===== src/rtl/sort_pkg.sv =====
// Shared definitions for the sorter: receiver state encoding and default geometry.
package sort_pkg;

  localparam int DEF_DWIDTH = 8;
  localparam int DEF_AWIDTH = 4;
  localparam int MAX_LEN    = 2 ** DEF_AWIDTH;

  typedef enum logic [1:0] {
    IDLE_S      = 2'd0,
    RECV_S      = 2'd1,
    HOLD_BUSY_S = 2'd2,
    WAIT_DONE_S = 2'd3
  } rx_state_t;

endpackage


===== src/rtl/sort_input_rx.sv =====
// Input-side packet receiver: stores a val/sop/eop stream into the sort RAM and
// raises the packet strobe whose falling edge kicks off the sorter.
module sort_input_rx
  import sort_pkg::*;
#(
  parameter int DWIDTH = DEF_DWIDTH,
  parameter int AWIDTH = DEF_AWIDTH
) (
  input  logic              clk_i,
  input  logic              rst_n_i,
  input  logic [DWIDTH-1:0] data_i,
  input  logic              val_i,
  input  logic              sop_i,
  input  logic              eop_i,
  input  logic              busy_i,
  output logic              ram_we_o,
  output logic [AWIDTH-1:0] ram_addr_o,
  output logic [DWIDTH-1:0] ram_data_o,
  output logic              pkt_wren_o,
  output logic [AWIDTH-1:0] cntr_o,
  output logic              err_o,
  output logic              drop_o
);

  localparam logic [AWIDTH-1:0] LAST_ADDR = '1;

  rx_state_t         state;
  logic [AWIDTH-1:0] cntr;
  logic [DWIDTH-1:0] wdata;
  logic              we;
  logic              wren;
  logic              err;
  logic              drop;
  logic              sop_hit;

  assign sop_hit = val_i & sop_i;

  // The write address and the last-index count are one register, so they can never disagree.
  assign ram_addr_o = cntr;
  assign cntr_o     = cntr;
  assign ram_we_o   = we;
  assign ram_data_o = wdata;
  assign pkt_wren_o = wren;
  assign err_o      = err;
  assign drop_o     = drop;

  always_ff @(posedge clk_i or negedge rst_n_i) begin
    if (!rst_n_i) begin
      state <= IDLE_S;
      cntr  <= '0;
      wdata <= '0;
      we    <= 1'b0;
      wren  <= 1'b0;
      err   <= 1'b0;
      drop  <= 1'b0;
    end else begin
      we   <= 1'b0;
      drop <= 1'b0;
      case (state)
        IDLE_S: begin
          if (sop_hit) begin
            we    <= 1'b1;
            wdata <= data_i;
            cntr  <= '0;
            err   <= 1'b0;
            wren  <= 1'b1;
            state <= eop_i ? HOLD_BUSY_S : RECV_S;
          end
        end
        RECV_S: begin
          if (val_i) begin
            if (sop_i) begin
              we    <= 1'b1;
              wdata <= data_i;
              cntr  <= '0;
              err   <= 1'b1;
              state <= eop_i ? HOLD_BUSY_S : RECV_S;
            end else begin
              // A full RAM discards the word without wrapping the address.
              if (cntr == LAST_ADDR) begin
                err <= 1'b1;
              end else begin
                we    <= 1'b1;
                wdata <= data_i;
                cntr  <= cntr + 1'b1;
              end
              if (eop_i) state <= HOLD_BUSY_S;
            end
          end
        end
        HOLD_BUSY_S: begin
          wren <= 1'b0;
          drop <= sop_hit;
          if (busy_i) state <= WAIT_DONE_S;
        end
        WAIT_DONE_S: begin
          drop <= sop_hit;
          if (!busy_i) state <= IDLE_S;
        end
        default: state <= IDLE_S;
      endcase
    end
  end

endmodule


===== config.mk =====
export PLATFORM = sky130hd
export DESIGN_NAME = sort_input_rx
export DESIGN_NICKNAME = d
export VERILOG_FILES = /design/src/rtl/sort_pkg.sv /design/src/rtl/sort_input_rx.sv
export SDC_FILE = /design/constraint.sdc
export NUM_CORES = 1
export LEC_CHECK = 0
export BUFFER_PORTS_ARGS = -buffer_cell sky130_fd_sc_hd__buf_4
export CAP_MARGIN = 10
export CORE_MARGIN = 4
export CORE_UTILIZATION = 40
export CTS_CLUSTER_DIAMETER = 120
export DETAILED_ROUTE_END_ITERATION = 7
export GPL_ROUTABILITY_DRIVEN = 0
export PLACE_DENSITY_LB_ADDON = 0.05
export SLEW_MARGIN = 25
export SYNTH_ARGS = -nofsm -noshare
export SYNTH_HDL_FRONTEND = slang
export SYNTH_SLANG_ARGS = --single-unit

===== constraint.sdc =====
create_clock -name clk_i -period 2.2 [get_ports clk_i]
set_input_delay 0.66 -clock clk_i [delete_from_list [all_inputs] [get_ports clk_i]]
set_output_delay 0.66 -clock clk_i [all_outputs]
set_load 0.01 [all_outputs]

==> impl_metrics.json <==
{
  "p_total_uw": 1434,
  "vias": 633,
  "place_hpwl_mm": 1.230,
  "cts_tree": "yes",
  "cts_setup_buffers": 0,
  "r2r-end": "ram_data_o[2]",
  "initial_core_util_pct": 43.25,
  "io_buffers": 33,
  "crit_arrival_ns": 1.77,
  "fmax_mhz": 631.0,
  "rrSetupSlack_ns": 0.62,
  "peakVddDrop_uv": 664.7,
  "hold_class": "primary input to async pin",
  "yosys-top-cells-area": "dfrtp_1 52%, mux2_4 8.6%, buf_4 4.3%",
  "antenna_found_initial": 0,
  "cts_resized": 0,
  "ys.flop_type": "dfrtp_1",
  "grt.overflow.total": 0,
  "max_cap_violations": 0,
  "synth.distinct_cells": 30,
  "grt_max_degree": 19,
  "seq_area_frac_synth_pct": 51.50,
  "post_drt_wl_per_cell_um": 12.83,
  "worstSetupStartpointType": "flip-flop",
  "synth_top_area_share_pct": 51.50,
  "yosys.area_share.simple_pct": 13.02,
  "die_area_mm2": 0.002999,
  "p_per_area_mw_per_mm2": 1266,
  "place_inst": 124,
  "tightest_slew_ns": 0.3320,
  "period_needed_ns": 1.585,
  "dieHeight_um": 54.76,
  "rsz0062_at_grt": "false",
  "slew_viol_final": 0,
  "avgSynthCellArea_um2": 12.32,
  "synth_top_family_by_area": "multiplexers",
  "synth-async-reset-ratio_pct": 100.0,
  "syn_area_um2": 874.6,
  "yosysMostFrequentCell": "dfrtp_1",
  "hold_slack_ns": 0.2181,
  "ys_top_cells_by_count": "18 x dfrtp_1, 6 x inv_1, 5 x buf_4, 5 x mux2_4",
  "cts_hold_buf": 0,
  "cts_made_buffers": 3,
  "ant_nets": 0,
  "synth_nets": 86,
  "clk_path_buf_depth": 2,
  "clock_sinks": 18,
  "critPathKind": "flip-flop to flip-flop",
  "drc": 0,
  "postPlaceCellArea_mm2": 0.001096,
  "critPathRequiredTime_ns": 2.38,
  "grt_pass1_wl_mm": 2.794,
  "grt_pass1_vias": 630,
  "fin_area_mm2": 0.001132,
  "status": "finished, final reports clean",
  "ys_ff_latch": 18,
  "num_antenna_cells": 0,
  "die_w_um": 54.76,
  "crit_fanout": 13,
  "hold_viol": 0,
  "cp-end-kind": "flip-flop",
  "synth_compound_area_share_pct": 11.02,
  "clk_pin_slew_worst_paths_ns": 0.10,
  "synthAdderAreaFrac_pct": 1.431,
  "r2r_start": "cntr_o[0]",
  "core-area_mm2": 0.002022,
  "finalSetupViolCount": 0,
  "drive_gt1_share_pct": 47.52,
  "clock_skew_ns": 0.002805,
  "nets": 117,
  "cts_root_buf": "clkbuf_4",
  "synth_edf_count": 0,
  "drtIter0Drc": 3,
  "dr.pass1.iters": 2,
  "synth-xor-area-share_pct": 0,
  "synth_area_leader_cell": "dfrtp_1",
  "finalCritPeriodShare_pct": 72.03,
  "io_pins": 34,
  "crit_start": "cntr_o[0]",
  "routed_wl_mm": 1.642,
  "crit_end": "ram_data_o[2]",
  "cts_max_level": 1,
  "p_leak_uw": 0.0005495,
  "viasPerCell": 4.945,
  "ys_warn_count": 0,
  "synth_mux_area_share_pct": 13.59,
  "syn-instance-count": 71,
  "num_rows": 16,
  "fin_setup_tns_ns": 0,
  "slew_headroom_pct": 77.82,
  "stdcell_count": 128,
  "worstRegToRegCells": 4,
  "clkLatencyLatePin_ns": 0.29,
  "track_usage_pct": 13.21,
  "syn_to_final_growth_pct": 29.47,
  "fillCellCount": 184
}
-- registers in the layout (all words and copies together) (netlist names) --
| name | count |
|---|---|
| err_o | 1 |
| ram_data_o | 8 |
| ram_we_o | 1 |
| state | 2 |
| cntr_o | 4 |
| drop_o | 1 |
| pkt_wren_o | 1 |
-- worst min path at each step --
stage                 start        end
finish              rst_n_i   state[1]
global route        rst_n_i   state[1]
CTS                 rst_n_i   state[1]
detailed placement    err_o      err_o
global placement      err_o      err_o
floorplan           rst_n_i  cntr_o[0]
-- area by class of cell --
type	count	area, µm²	area share [%]
flip-flops and latches	18	450.4	39.78
inverters	6	22.52	1.989
multi-input cells	40	341.6	30.17
clock buffers	4	36.28	3.204
well taps	27	33.78	2.983
repair buffers	33	247.7	21.88
-- logic make-up after synthesis --
group / count (synthesis)
AO/OA/AOI/OAI: 13
AND/OR/NAND/NOR: 17
multiplexers: 9
buffers and inverters: 13
adder cells (fa/ha/maj): 1
flip-flops: 18
-- cells in the final DEF, fill, tap and decap left out, types with 2 or more instances in the layout --
master	n
buf_4	33
dfrtp_1	18
inv_1	6
mux2_4	5
a31oi_1	3
nand2_1	3
mux2_2	3
clkbuf_4	3
nand3_1	2
and3_1	2
o21ai_0	2
a21oi_1	2
-- critical path, stage by stage, from the launching register on --
cell,delay [ns]
dfrtp_1,0.46
ha_1,0.26
nand3_1,0.11
o211a_4,0.29
mux2_2,0.36
-- per-layer routing --
layer | vias up | part of all wire [%] | global-route usage (%) | wire (µm)
li1 | 307 | - | - | -
met1 | 303 | 41 | 14.02 | 669
met2 | 23 | 50 | 23.82 | 820
met3 | 0 | 9.3 | 5.995 | 153
met4 | 0 | 0 | 2.490 | 0
met5 | - | 0 | 0 | 0
-- report_power, final --
group,switching (µW),total [µW],internal [µW]
clock network,96.7,197,101
registers,143,617,474
logic,242,619,377
-- stage by stage --
step	setup slack, ns	util (%)
6_report	0.6152	56.00
3_3_place_gp	0.4697	54.21
5_1_grt	0.5155	56.00
3_5_place_dp	0.4274	54.21
4_1_cts	0.5921	56.00
2_1_floorplan	0.4842	-
(Power assumes the default switching activity.)
